**src/rtl/resp_chk_pkg.sv**
```systemverilog
// Shared types and helpers for the response-side MISR checker and the matching
// stimulus-side signature generator.
package resp_chk_pkg;

  typedef enum logic [1:0] {
    ST_IDLE  = 2'b00,
    ST_RUN   = 2'b01,
    ST_CHECK = 2'b10,
    ST_DONE  = 2'b11
  } state_e;

  localparam logic [31:0] DEF_POLY = 32'h04C11DB7;
  localparam logic [31:0] DEF_SEED = 32'h0000_0000;

  // Upper bounds for the width-generic fold; callers zero-extend into these.
  localparam int FOLD_MAX_Y   = 512;
  localparam int FOLD_MAX_SIG = 64;
  localparam int FOLD_IDX_W   = $clog2(FOLD_MAX_SIG);

  // XOR every s_w-bit chunk of the low y_w bits of y; missing top bits act as zero.
  function automatic logic [FOLD_MAX_SIG-1:0] fold(input logic [FOLD_MAX_Y-1:0] y,
                                                   input int y_w,
                                                   input int s_w);
    logic [FOLD_MAX_SIG-1:0] f;
    logic [FOLD_IDX_W-1:0]   idx;
    f = {FOLD_MAX_SIG{1'b0}};
    for (int i = 0; i < FOLD_MAX_Y; i++) begin
      idx = FOLD_IDX_W'(i % s_w);
      if (i < y_w) begin
        f[idx] = f[idx] ^ y[i];
      end else begin
        f = f;
      end
    end
    return f;
  endfunction

endpackage

```
**src/rtl/misr_fold_step.sv**
```systemverilog
// Combinational fold of one response sample plus one MISR shift/feedback step.
module misr_fold_step
  import resp_chk_pkg::*;
#(
  parameter int                   Y_WIDTH   = 127,
  parameter int                   SIG_WIDTH = 32,
  parameter logic [SIG_WIDTH-1:0] POLY      = DEF_POLY
) (
  input  logic [SIG_WIDTH-1:0] sig,
  input  logic [Y_WIDTH-1:0]   y,
  output logic [SIG_WIDTH-1:0] sig_next
);

  logic [FOLD_MAX_Y-1:0]   y_ext_s;
  logic [FOLD_MAX_SIG-1:0] fold_full_s;
  logic [SIG_WIDTH-1:0]    fold_s;
  logic [SIG_WIDTH-1:0]    fb_s;
  logic                    unused_fold_s;

  assign y_ext_s       = FOLD_MAX_Y'(y);
  assign fold_full_s   = fold(y_ext_s, Y_WIDTH, SIG_WIDTH);
  assign fold_s        = fold_full_s[SIG_WIDTH-1:0];
  assign unused_fold_s = ^fold_full_s[FOLD_MAX_SIG-1:SIG_WIDTH];

  // Feedback taps are applied only when the bit shifted out is set.
  assign fb_s     = sig[SIG_WIDTH-1] ? POLY : {SIG_WIDTH{1'b0}};
  assign sig_next = {sig[SIG_WIDTH-2:0], 1'b0} ^ fb_s ^ fold_s;

endmodule

```
**config.mk**
```make
export PLATFORM = sky130hd
export DESIGN_NAME = misr_fold_step
export DESIGN_NICKNAME = d
export VERILOG_FILES = /design/src/rtl/resp_chk_pkg.sv /design/src/rtl/misr_fold_step.sv
export SDC_FILE = /design/constraint.sdc
export NUM_CORES = 1
export LEC_CHECK = 0
export ABC_AREA = 1
export CAP_MARGIN = 25
export CORE_ASPECT_RATIO = 0.9
export CORE_MARGIN = 3
export CORE_UTILIZATION = 34
export DETAILED_ROUTE_END_ITERATION = 7
export GPL_ROUTABILITY_DRIVEN = 1
export MAX_ROUTING_LAYER = met4
export PLACE_DENSITY = 0.95
export SLEW_MARGIN = 20
export SYNTH_ARGS = -nofsm -noshare
export SYNTH_HDL_FRONTEND = slang
export SYNTH_SLANG_ARGS = --single-unit
```
**constraint.sdc**
```tcl
create_clock -name vclk -period 1.2
set_input_delay 0.24 -clock vclk [all_inputs]
set_output_delay 0.24 -clock vclk [all_outputs]
set_load 0.01 [all_outputs]
```
==> metrics.md <==
| Metric | Value |
|---|---|
| Status | `finished, violations left` |
| Failing checks | `setup timing` |
| Final Non-Filler Cells | `777` |
| Worst VDD drop | `0.0002266 V` |
| Die area | `approximately 7500 um2` |
| Layout cells sized above 1 | `between 40% and 50%` |
| Vias in the first global route | `3396` |
| PwrDens | `429.8 nW/um2` |
| Maxcap violations | `0` |
| CP Class | `input port to output port` |
| Die outline height | `about 82 um` |
| Complex-gate fraction of the synthesized area | `approximately 4.1%` |
| Sequential fraction of the synthesis area | `0%` |
| FF+latch area | `0 um2` |
| Util after Layout | `71.92%` |
| NumNets Final | `between 800 and 900` |
| Synth Instances | `around 500` |
| Fraction of the mapped netlist area in adder cells | `0%` |
| Area leader, netlist | `nand2_1` |
| Synth warn | `0` |
| Worst hold margin | `0.8987 ns` |
| Avg Inst Size Synth | `4.432 um2` |
| Initial DRC count | `47` |
| Post-CTS Setup Inserts | `0` |
| Vias per std cell | `roughly 4.6` |
| Area grow syn2layout | `102.6%` |
| RSZ-0062 raised after global routing | `true` |
| CP startpoint kind | `input port` |
| Number of sequential cells | `0` |
| Post-Place Cells | `slightly below 800` |
| Top cell type's share of synthesized area | `37.41%` |
| Multiplexer share of the synthesized area | `0%` |
| Fmax achieved | `about 770 MHz` |
| Slew headroom | `between 80 and 90%` |
| HPWL after DPL | `approximately 7400 um` |
| Drt drc | `0` |
| Synth cell types | `11` |
| Hold Path Origin | `y[61]` |
| Worst hold path class | `input port to output port` |
| Setup slack after layout | `-0.09157 ns` |
| Largest family of logic cells by synthesized area | `simple AND/OR/NAND/NOR gates` |
| Final period util | `107.6%` |
| Simple-Gate Fraction of Synth Area | `a little under three fifths` |
| DRT Wirelength | `roughly 9300 um` |
| Final setup fails | `7` |
| Gpl congestion | `~0.76` |
| Overall routing resource usage | `21.50%` |
| Crit path time final | `approximately 1.3 ns` |
| Rows | `27` |
| Initial Util | `between 30% and 40%` |
| Hold Violations, Final | `0` |
| Syn_nets | `657` |
| Pre-antenna DRT Iters | `4` |
| Pleak | `around 2.7 nW` |
| Initial antenna violation count | `0` |
| # IOs | `~190` |
| Design Power | `between 1.5 and 2 mW` |
| Antenna cells | `0` |
| CP Data Required Time | `roughly 0.96 ns` |
| Wire length per cell | `12.01 um` |
| Fillers | `about 550` |
| Routed Antenna Nets | `0` |
| CTS Hold Bufs | `0` |
| Worst Hold End | `sig_next[29]` |
| Mapped Area | `2207 um2` |
| Grt ovf | `0` |
| Final Max Tran Viols | `0` |
| Core area | `roughly 6200 um2` |
| Crit. End Element | `output port` |
| Vias post-DR | `between 3000 and 4000` |
| # port buffers | `around 190` |
| CP max FO | `5` |
| Largest net degree at the start of global routing | `6` |
| XOR/XNOR share of the synthesized area | `roughly a fifth` |
| Area contributors post-synth | `nand2_1 37%, inv_1 20%, xnor2_1 11%` |
| Die X | `between 90 and 100 um` |
| First-pass GRT wire length | `approximately 13000 um` |
| Pre-CTS setup slack | `-0.9536 ns` |
| Multi-input gate area | `2470 um2` |
| Worst-Margin Slew | `0.1911 ns` |
| Worst path arrival time | `1.05 ns` |
| Min-Delay Path Depth | `5` |
| Clkbuf count | `0` |
[report_power, final]
| group | internal [mW] | total [mW] | switching (mW) |
|---|---|---|---|
| registers | 0 | 0 | 0 |
| logic | 0.936 | 1.92 | 0.986 |
| clock network | 0 | 0 | 0 |
| total | 0.936 | 1.92 | 0.986 |
[kinds of logic (layout without fill, tap and decap cells)]
kind of cell,count (synthesis),in the layout
AND/OR/NAND/NOR,313,313
XOR/XNOR,47,47
AO/OA/AOI/OAI,18,18
buffers and inverters,120,312
[layer usage]
layer / GRT usage [%] / vias up / part of all wire (%)
li1: - / 1816 / -
met1: 20.25 / 1608 / 32
met2: 47.17 / 141 / 59
met3: 2.264 / 26 / 5.6
met4: 4.367 / 0 / 2.6
met5: - / - / 0
[synthesized netlist by cell type]
cell type	count
nand2_1	220
inv_1	118
nor2_1	62
nand3_1	30
xnor2_1	27
o21ai_0	18
xor2_1	18
xnor2_2	2
buf_12	1
buf_6	1
nand3b_1	1
[worst max path at each step]
stage	from	end	slack [ns]	cells after the start
floorplan	sig[31]	sig_next[10]	0.08	6
CTS	y[64]	sig_next[0]	-0.04	9
finish	sig[31]	sig_next[10]	-0.09	7
global route	sig[31]	sig_next[10]	-0.11	7
detailed placement	sig[31]	sig_next[0]	-0.95	6
global placement	sig[31]	sig_next[0]	-0.92	6
[placed cells by master (no fill, tap or decap), drive strengths merged, types with 18 or more instances in the layout]
| cell type | count |
|---|---|
| nor2 | 62 |
| buf | 122 |
| clkdlybuf4s15 | 35 |
| nand2 | 220 |
| o21ai | 18 |
| xnor2 | 29 |
| nand3 | 30 |
| clkbuf | 27 |
| inv | 118 |
| xor2 | 18 |
[final cells by class]
| class | instances | area share [%] |
|---|---|---|
| multi-input cells | 378 | 55.25 |
| inverters | 118 | 9.964 |
| repair buffers | 194 | 32.35 |
| well taps | 87 | 2.435 |
[per-stage QoR]
step                      setup TNS [ns]  cell area (um2)
after floorplan                        0             2207
after global placement            -24.83             4224
after detailed placement          -26.25             4224
after CTS                       -0.07276             4046
after global routing              -1.087             4471
final                            -0.1841             4471
[critical path: stages]
cell,delay (ns)
buf_12,0.12
buf_16,0.15
xnor2_2,0.14
inv_1,0.09
nand3_1,0.11
nand2_1,0.07
buf_6,0.12
[timing repair]
action / 4_1_cts / 5_1_grt
cloned: 1 / 0
resized for setup: 711 / 209
pin swaps: 249 / 154
endpoints found under the setup margin: 32 / 32
Note: power is estimated with default switching activity, not from simulation.
